[src/rtl/rle_pkg.sv]
// Shared RLE line constants and state encodings. The transmitter uses the same
// frame constants, so the receiver must not redefine any of them locally.
package rle_pkg;

    localparam logic MARK      = 1'b1;
    localparam logic SPACING   = 1'b0;
    localparam logic START_BIT = 1'b0;
    localparam logic END_BIT   = 1'b1;

    localparam logic [7:0] ENDLINE_CODE = 8'h00;
    localparam int         FRAME_BITS   = 10;

    // receive FSM
    localparam logic [1:0] HUNT  = 2'd0;
    localparam logic [1:0] DATA  = 2'd1;
    localparam logic [1:0] STOP  = 2'd2;
    localparam logic [1:0] BREAK = 2'd3;

    // output handshake FSM
    localparam logic [1:0] OIDLE    = 2'd0;
    localparam logic [1:0] OWAIT    = 2'd1;
    localparam logic [1:0] ORELEASE = 2'd2;

    typedef struct packed {
        logic       colore;
        logic [6:0] count;
        logic       endline;
    } rle_sym_t;

    // The all-zero byte is the end-of-line code; every other byte is {N, colour}.
    function automatic rle_sym_t rle_decode(input logic [7:0] b);
        rle_sym_t s;
        if (b == ENDLINE_CODE) begin
            s.colore  = 1'b0;
            s.count   = '0;
            s.endline = 1'b1;
        end else begin
            s.colore  = b[0];
            s.count   = b[7:1];
            s.endline = 1'b0;
        end
        return s;
    endfunction

endpackage

[src/rtl/rle_rx_hs.sv]
// Consumer handshake for rle_rx: holds the last delivered symbol and drives the
// active-low dav_/rfd four-phase exchange.
module rle_rx_hs
    import rle_pkg::*;
(
    input  logic       clock,
    input  logic       reset_,
    input  logic       load,
    input  logic       new_colore,
    input  logic [6:0] new_count,
    input  logic       new_endline,
    input  logic       rfd,
    output logic       dav_,
    output logic       busy,
    output logic       colore,
    output logic [6:0] count,
    output logic       endline
);

    logic [1:0] state;

    // Output registers only move on a load in OIDLE, which keeps them stable
    // across the whole handshake.
    always_ff @(posedge clock or negedge reset_) begin
        if (!reset_) begin
            state   <= OIDLE;
            colore  <= 1'b0;
            count   <= '0;
            endline <= 1'b0;
        end else begin
            case (state)
                OIDLE: begin
                    if (load) begin
                        state   <= OWAIT;
                        colore  <= new_colore;
                        count   <= new_count;
                        endline <= new_endline;
                    end
                end
                OWAIT:    if (!rfd) state <= ORELEASE;
                ORELEASE: if (rfd)  state <= OIDLE;
                default:            state <= OIDLE;
            endcase
        end
    end

    assign dav_ = (state != OWAIT);
    assign busy = (state != OIDLE);

endmodule

[src/rtl/rle_rx.sv]
// RLE serial receiver: 10-bit frames (start, 8 data LSB first, stop) decoded into
// colour/run-length symbols and offered to a consumer over a dav_/rfd handshake.
module rle_rx
    import rle_pkg::*;
(
    input  logic       clock,
    input  logic       reset_,
    input  logic       rxd,
    input  logic       rfd,
    output logic       dav_,
    output logic       colore,
    output logic [6:0] count,
    output logic       endline,
    output logic       ferr,
    output logic       ovr
);

    localparam logic [2:0] LAST_DATA = 3'(FRAME_BITS - 3);

    logic [1:0] rx_state;
    logic [7:0] shreg;
    logic [2:0] bitcnt;
    logic       frame_ok;
    logic       frame_bad;
    logic       hs_busy;
    rle_sym_t   sym;

    // ---------------- control: receive FSM ----------------
    assign frame_ok  = (rx_state == STOP) && (rxd == END_BIT);
    assign frame_bad = (rx_state == STOP) && (rxd == SPACING);

    always_ff @(posedge clock or negedge reset_) begin
        if (!reset_) begin
            rx_state <= HUNT;
        end else begin
            case (rx_state)
                HUNT:  if (rxd == START_BIT)     rx_state <= DATA;
                DATA:  if (bitcnt == LAST_DATA)  rx_state <= STOP;
                STOP:  rx_state <= frame_ok ? HUNT : BREAK;
                BREAK: if (rxd == MARK)          rx_state <= HUNT;
                default:                         rx_state <= HUNT;
            endcase
        end
    end

    // ---------------- datapath ----------------
    always_ff @(posedge clock or negedge reset_) begin
        if (!reset_) begin
            shreg  <= '0;
            bitcnt <= '0;
        end else if (rx_state == HUNT) begin
            bitcnt <= '0;
        end else if (rx_state == DATA) begin
            shreg  <= {rxd, shreg[7:1]};
            bitcnt <= bitcnt + 3'd1;
        end
    end

    assign sym = rle_decode(shreg);

    // A frame is either bad (ferr) or good-but-dropped (ovr), never both.
    always_ff @(posedge clock or negedge reset_) begin
        if (!reset_) begin
            ferr <= 1'b0;
            ovr  <= 1'b0;
        end else begin
            ferr <= frame_bad;
            ovr  <= frame_ok && hs_busy;
        end
    end

    rle_rx_hs u_hs (
        .clock       (clock),
        .reset_      (reset_),
        .load        (frame_ok),
        .new_colore  (sym.colore),
        .new_count   (sym.count),
        .new_endline (sym.endline),
        .rfd         (rfd),
        .dav_        (dav_),
        .busy        (hs_busy),
        .colore      (colore),
        .count       (count),
        .endline     (endline)
    );

endmodule

[config.mk]
export PLATFORM = sky130hd
export DESIGN_NAME = rle_rx
export DESIGN_NICKNAME = d
export VERILOG_FILES = /design/src/rtl/rle_pkg.sv /design/src/rtl/rle_rx_hs.sv /design/src/rtl/rle_rx.sv
export SDC_FILE = /design/constraint.sdc
export NUM_CORES = 1
export LEC_CHECK = 0
export CAP_MARGIN = 20
export CORE_ASPECT_RATIO = 1.1
export CORE_MARGIN = 2
export CORE_UTILIZATION = 40
export CTS_CLUSTER_SIZE = 24
export DETAILED_ROUTE_END_ITERATION = 10
export SYNTH_ARGS = -nofsm -noshare
export SYNTH_HDL_FRONTEND = slang
export SYNTH_SLANG_ARGS = --single-unit
export TNS_END_PERCENT = 100
[constraint.sdc]
create_clock -name clock -period 2.4 [get_ports clock]
set_clock_uncertainty 0.05 [all_clocks]
set_input_delay 0.48 -clock clock [delete_from_list [all_inputs] [get_ports clock]]
set_output_delay 0.48 -clock clock [all_outputs]
set_load 0.005 [all_outputs]
==> results, run 1 <==
- The total congestion overflow is 0.
- The via-per-instance ratio is 4.975.
- 16 I/O pins were placed.
- The flow ran to the end, and the final reports show no timing, DRC or antenna violations.
- TritonCTS created 3 clock buffers.
- The post-synthesis instance area is 1045 µm².
- Derived from the worst setup path, the maximum achievable clock frequency is roughly 520 MHz.
- The number of global-route vias before repair is about 590.
- The DRC violation count after routing is 0.
- Synthesis handed over a netlist of 69 instances.
- Among all flip-flop cells after synthesis, the most frequent one is sky130_fd_sc_hd__dfrtp_1.
- Along the worst path, the maximum fanout reaches 4.
- The core region area is between 2000 and 2500 µm².
- Counting both buffers and inverters, the worst setup path holds a total of 1.
- The number of storage elements in the synthesis netlist is 26.
- Across all hold checks on the routed design, the worst slack comes to roughly 420 ps.
- In this run the critical register-to-register path is launched from rx_state[0].
- The tree is rooted in a sky130_fd_sc_hd__clkbuf_4.
- The first detailed-routing pass ran for 4 iterations.
- Compared with the post-synthesis result, the final layout area differs by 22.99%.
- Synthesis produced a netlist with a net count of 75.
- For this configuration, the core starts out at a cell density of about two fifths.
- The count of hold buffers inserted by post-cts repair is 0.
- The initial antenna violation count was 0.
- The floorplan step set the die height to 57.60 µm.
- TritonCTS built the clock tree.
- The start point of the worst min-delay path is rx_state[0].
- Of the synthesized area, sequential elements account for between 60 and 70%.
- The count of flip-flops with a built-in enable after synthesis is 0.
- The number of cells on the worst hold path is 1.
- The estimated wirelength of the detail-placed design is about 1100 µm.
- After synthesis, the share of flip-flops with an asynchronous set or reset is 100.0%.
- The clock sink count is 26.
- Measured against its own limit, the worst slew margin works out to a little under two thirds.
- The critical path runs through a total of 2 cells.
- Entering global routing, the biggest net connects 27 pins.
- In this run, distinct cell masters in the synthesized netlist total 19.
- In this run the number of H-tree levels came out at 1.
- Once detail routing completed, the nets flagged for antenna violations numbered 0.
- The first-iteration detailed-routing DRC count is 2.
- The die is about 53 µm wide.
- The floorplan has 19 rows.
- At the worst endpoint, the arrival time is 1400 ps.
- STA classifies the critical path startpoint as a register.
- After clock tree synthesis, the clock-pin slew on the worst setup and hold paths is 140 ps.
- Of the post-synthesis cell area, the dominant cell type holds between 60 and 70%.
- The largest single stage delay on the critical path is ~510 ps.
- The number of cells on the worst reg-to-reg path is 3.
- The number of antenna diodes in the final layout is 0.
- The total routing resource utilization after global routing is between 10% and 20%.
- The launching instance or port of the critical path is u_hs.state[1].
- The via count is 592.
- The share of the clock period used by the worst path is 80.23%.
- The Yosys warning count is 0.
- The signal on the critical path passes through nand2b_1, clkdlybuf4s50_1.
- The final routed wirelength across all metal layers is roughly 1500 µm.
- The worst setup path is captured at an output port.
- For this design, the slowest cell found on the critical path is sky130_fd_sc_hd__clkdlybuf4s50_1.
- At the worst endpoint, the required time is 1870 ps.
- The routed length per placed instance is about 13 µm.
- The min-delay analysis places its worst path in the category register to register.
- Setup repair after global routing left no endpoint under its margin.
- The worst setup path is of the register to output port kind.
- The leakage power is between 0.6 and 0.7 nW.
- The final number of setup-violating endpoints is 0.
- The wire length of the first global-routing pass is 2697 µm.
- For the pin with the worst max-slew slack, the measured transition is 545.6 ps.
- The total of fill cells in the finished design is 214.
- The kind of cell with the highest combined delay on the critical path is buffers and inverters.
- The minimum clock period after layout is 1926 ps.
- The post-layout net count is 95.
- Buffers placed on the I/O ports in this run total 15.
- The worst IR drop on VDD is 0.0006790 V.
- The mean post-synth cell area is between 15 and 20 µm².
- The die covers slightly above 3000 µm².
- The clock latency reported for the late side of the worst-skew pair is 310 ps.
- Cells fill around 51% of the core in the end.
- Yosys attributes the largest share of cell area to sky130_fd_sc_hd__dfrtp_1, sky130_fd_sc_hd__mux2_4, sky130_fd_sc_hd__mux2_2.
- The max-capacitance violation count is 0.
- The fraction of final layout cells sized beyond drive strength 1 is around 28%.
- Buffers added to address setup during post-CTS repair amount to 0.
- The synthesized design spends more area on one cell type than any other, namely sky130_fd_sc_hd__dfrtp_1.
- The total count of hold-check failures in the final report is 0.
- The clock passes through at most 2 buffers.
- The congestion estimate from routability-driven global placement came to around 0.66.
- Once the clock tree was built, the resizer swapped 0 gates to a different size.
- Dividing total power by cell area gives a power density of 1210 nW/µm².
- Adding up every negative setup slack in the final design gives 0 ps.
- The max-slew violation count is 0.
-- stage by stage --
step / worst slack, ps / power [mW] / area [µm²] / cells
global placement: 159.4 / 1.261 / 1232 / 115
detailed placement: 121.9 / 1.283 / 1232 / 115
finish: 474.4 / 1.554 / 1285 / 119
CTS: 467.8 / 1.577 / 1285 / 119
floorplan: 912.1 / 1.075 / 1045 / 69
global route: 401.9 / 1.669 / 1285 / 119
-- cell usage after synthesis (2+ instances only) --
| cell type | n |
|---|---|
| sky130_fd_sc_hd__mux2_2 | 9 |
| sky130_fd_sc_hd__nand2_1 | 2 |
| sky130_fd_sc_hd__mux2_4 | 8 |
| sky130_fd_sc_hd__nor4_1 | 2 |
| sky130_fd_sc_hd__mux2i_1 | 2 |
| sky130_fd_sc_hd__o21ai_0 | 2 |
| sky130_fd_sc_hd__nor2_1 | 2 |
| sky130_fd_sc_hd__nand2b_1 | 2 |
| sky130_fd_sc_hd__inv_1 | 3 |
| sky130_fd_sc_hd__ha_1 | 2 |
| sky130_fd_sc_hd__a22o_2 | 2 |
| sky130_fd_sc_hd__dfrtp_1 | 26 |
-- power by group --
part           switching, mW  internal (mW)  leakage, nW
sequential             0.124          0.605        0.327
combinational          0.167          0.361        0.253
clock                  0.128          0.169       0.0279
total                  0.420           1.13        0.608
-- cells in the final DEF (no fill, tap or decap), drive strengths merged, types with 2 or more instances in the layout --
master,n
clkdlybuf4s50,15
dfrtp,26
nand2b,2
inv,3
ha,2
nor2,2
mux2i,2
buf,2
mux2,17
nand2,2
o21ai,2
clkbuf,3
nor4,2
a22o,2
-- final timing paths --
check | end | slack, ps
setup reg to reg | u_hs.count[0] | 700
max in group asynchronous | shreg[3] | 1600
min in group asynchronous | u_hs.count[5] | 450
hold / removal | ferr | 420
setup / recovery | dav_ | 470
hold reg to reg | ferr | 420
-- area by class of cell --
type	count	area, µm²	share of cell area, %
Sequential cell	26	650.6	50.63
Clock inverter	1	30.03	2.337
Multi-Input combinational cell	38	366.6	28.53
Inverter	3	11.26	0.8763
Tap cell	31	38.79	3.019
Clock buffer	3	22.52	1.753
Timing Repair Buffer	17	165.2	12.85
-- flip-flops by register name, summed over array words and instances (netlist names) --
signal / count
ferr: 1
bitcnt: 3
ovr: 1
u_hs.colore: 1
rx_state: 2
shreg: 8
u_hs.count: 7
u_hs.endline: 1
u_hs.state: 2
-- routing by layer --
| metal | wire length [µm] | share of wire, % | GRT usage [%] |
|---|---|---|---|
| met1 | 697 | 45 | 16.44 |
| met2 | 782 | 51 | 19.29 |
| met3 | 48 | 3.1 | 3.403 |
| met4 | 11 | 0.71 | 3.297 |
| met5 | 0 | 0 | 0 |
-- cells by family (layout without fill, tap and decap cells) --
logic type / after synthesis / in the layout / share of synthesized area, %
buffers and inverters: 5 / 24 / 2.634
DFF: 26 / 26 / 62.28
and+or+nand+nor: 12 / 12 / 6.228
AOI/OAI and AO/OA: 5 / 5 / 3.353
muxes: 19 / 19 / 23.11
adders and majority gates: 2 / 2 / 2.395
-- worst register-to-register path, stage by stage (launching register included) --
cell and delay (ps):
sky130_fd_sc_hd__dfrtp_1 420, sky130_fd_sc_hd__nand3b_1 170, sky130_fd_sc_hd__or3_1 570, sky130_fd_sc_hd__mux2_4 390
Note: power is estimated with default switching activity, not from simulation.
==> run 2, diff against run 1 <==
==> constraint.sdc (replaced) <==
create_clock -name clock -period 1.55 [get_ports clock]
set_clock_uncertainty 0.05 [all_clocks]
set_input_delay 0.31 -clock clock [delete_from_list [all_inputs] [get_ports clock]]
set_output_delay 0.31 -clock clock [all_outputs]
set_load 0.005 [all_outputs]
==> results, run 2 (same netlist as run 1, synthesis figures left out) <==
- The flow ran to the end, and the final reports show no timing, DRC or antenna violations.
- The min-delay analysis places its worst path in the category input port to asynchronous set/reset pin.
- Compared with the post-synthesis result, the final layout area differs by 29.34%.
- The die is 52.73 µm wide.
- The first-iteration detailed-routing DRC count is 7.
- The library cells used most frequently in the layout, excluding fill and tap cells, are sky130_fd_sc_hd__dfrtp_1, sky130_fd_sc_hd__buf_4, sky130_fd_sc_hd__mux2_2, sky130_fd_sc_hd__dlygate4sd2_1, sky130_fd_sc_hd__mux2_4.
- The slowest stage of the critical path is the sky130_fd_sc_hd__dfrtp_1 cell.
- The initial utilization of the core area, before any placement, comes to 41.85%.
- The leakage power is 0.7387 nW.
- The highest clock frequency the design can meet is 648.9 MHz.
- The critical path class is register to register.
- The clock sink count is 26.
- 0 antenna diodes ended up in the layout.
- The total routing resource utilization after global routing is between 10% and 20%.
- In the final layout, the share of cells above drive strength 1 is a little over a third.
- The number of buffers inserted during clock tree synthesis is 3.
- In the final routed layout, each cell accounts on average for about 13 µm.
- The capturing element type of the critical path is a register.
- Once layout is complete, the utilization of the core stands at 54.14%.
- Routability-driven placement finished with a final weighted congestion of about 0.66.
- For the pin with the worst max-slew slack, the measured transition is roughly 320 ps.
- The proportion of power drawn by combinational gates is a little under two fifths.
- The quantity of I/O buffers inserted on ports is 15.
- The largest single stage delay on the critical path is between 400 and 500 ps.
- The number of global-route vias before repair came to ~690.
- The detailed-router iteration count before antenna repair is 3.
- The area after detailed placement is between 1000 and 1500 µm².
- The top-level I/O count is 16.
- In this run the standard cell core region covers roughly 2500 µm².
- Leaving out fill and tap cells, the most frequent cell in the layout is sky130_fd_sc_hd__dfrtp_1.
- Setup repair after global routing could not meet its margin everywhere.
- The max-capacitance violation count is 0.
- The post-layout net count is between 100 and 150.
- The signal on the critical path passes through buf_4, or3_1, buf_6, mux2_4.
- The first global-routing pass estimated about 2900 µm of wire.
- Row generation in the floorplan step produced 19 rows.
- Setup slack on the worst reg-to-reg path comes out at 9 ps.
- Across all hold checks on the routed design, the worst slack comes to 290.1 ps.
- The final critical path takes up just under 100% of the cycle.
- Timing analysis after detailed placement gives a worst setup slack of -329.5 ps.
- The via-per-instance ratio is between 4 and 5.
- The finished layout holds 130 standard cells, fillers aside.
- Setup violations remaining at the end of the flow were counted as 0.
- The clock edge transition at the registers on the reported setup and hold paths is between 100 and 150 ps.
- The critical path data required time is between 1500 and 2000 ps.
- The startpoint type of the worst setup path is a register.
- In the final layout, the registers with the most flip-flops are shreg: 8 flops, u_hs.count: 7 flops, bitcnt: 3 flops.
- The switching share of total power is between 20% and 30%.
- The clock root buffer is sky130_fd_sc_hd__clkbuf_4.
- shreg holds more flip-flops than any other register.
- Cell internal power was estimated by the tool at 1.660 mW.
- The remaining antenna violation count after routing is 0.
- For this run, design rule violations remaining after detail routing come to 0.
- The clock latency reported for the late side of the worst-skew pair is 320 ps.
- The critical-path maximum fanout is 10.
- The worst IR drop on VDD is around 0.0009 V.
- Per report_power, the sequential group accounts for a little under half of the total.
- Data on the critical path arrives at its endpoint at around 1700 ps.
- In this run the tightest slew margin relative to its limit is about four fifths.
- In this run the power density over the cells is about 1700 nW/µm².
- TritonCTS built the clock tree.
- The clock period could shrink to around 1500 ps.
- The initial antenna violation count is 0.
- The final design instance area without fill is around 1400 µm².
- The register with the most flip-flops in the layout has 8 of them.
- The maximum clock insertion buffer count is 2.
- Setup slack closes at between 8 and 9 ps.
- The max-slew violation count was 0.
- The estimated wirelength of the detail-placed design is about 1100 µm.
- The total count of hold-check failures in the final report is 0.
- Global routing finished with a remaining overflow of 0.
- Summing over every cut layer, the via total after detailed routing is between 600 and 700.
- The pin count of the biggest net entering global routing is 27.
- The final layout contains routed wiring with a total length of ~1600 µm.
- The die height is slightly below 60 µm.
- The net switching power figure is ~0.66 mW.
- The clock network burns roughly 14% of the power.
- CTS built an H-tree with a depth of 1.
- The die footprint is between 3000 and 4000 µm².
- The cell count after placement is approximately 120.
[run 2: cell types whose count changed in the layout (fill, tap and decap cells not counted)]
cell,delta
sky130_fd_sc_hd__dlygate4sd2_1,+9
sky130_fd_sc_hd__dlymetal6s2s_1,+3
sky130_fd_sc_hd__bufinv_16,-1
sky130_fd_sc_hd__clkbuf_8,+1
sky130_fd_sc_hd__buf_6,+1
sky130_fd_sc_hd__clkdlybuf4s50_1,-12
sky130_fd_sc_hd__buf_4,+10
[run 2: power groups by stage]
stage | registers [mW] | clock network, mW | logic, mW
6_report | 1.11 | 0.336 | 0.876
5_1_grt | 1.15 | 0.375 | 0.979
4_1_cts | 1.12 | 0.352 | 0.900
3_5_place_dp | 1.14 | 0 | 0.870
3_3_place_gp | 1.13 | 0 | 0.841
2_1_floorplan | 1.10 | 0 | 0.560
[run 2: worst max-delay path, delay by kind of cell, from the launching register on]
kind	cells	cell delay, ps
simple gates	1	350
flops	1	420
buf+inv	2	320
mux	1	310
[run 2: final timing paths]
kind,from,to,depth (start not counted)
setup / recovery,u_hs.state[0],u_hs.count[0],4
hold / removal,reset_,u_hs.count[3],2
setup reg to reg,u_hs.state[0],u_hs.count[0],4
hold reg to reg,rx_state[0],ferr,1
max in group asynchronous,reset_,shreg[7],2
min in group clock,rx_state[0],ferr,1
[run 2: area by class of cell]
class                      count  area (µm²)
fill                         234        1145
multi-input combinational     38       366.6
timing repair buffer          28       247.7
tap                           31       38.79
sequential                    26       650.6
clock buffer                   4       36.28
inverter                       3       11.26
[run 2: through the flow]
step | total power [mW] | TNS (ps)
after floorplan | 1.665 | 0
after detailed placement | 2.014 | -2755
after CTS | 2.367 | 0
final | 2.322 | 0
after global placement | 1.966 | -2742
after global routing | 2.507 | -189.7
[run 2: layer usage]
metal	vias to the layer above	track usage [%]	wire length, µm
met5	-	0	0
met3	5	3.141	51
met4	0	6.593	42
met2	10	23.21	852
met1	330	13.53	699
li1	302	-	-
[run 2: what timing repair did]
action                                  in CTS  in global routing
hold buffers                                 0                  0
setup buffers                                7                  0
hold endpoints to repair                     0                  0
endpoints found under the setup margin      18                 12
gates resized for setup                     10                  3
==> run 3, diff against run 2 <==
--- a/config.mk
+++ b/config.mk
@@ -9,7 +9,6 @@
 export CORE_ASPECT_RATIO = 1.1
 export CORE_MARGIN = 2
 export CORE_UTILIZATION = 40
-export CTS_CLUSTER_SIZE = 24
 export DETAILED_ROUTE_END_ITERATION = 10
 export SYNTH_ARGS = -nofsm -noshare
 export SYNTH_HDL_FRONTEND = slang
==> results of run 3 <==
Same layout as run 2: the final DEF is identical, and so are final timing and power.
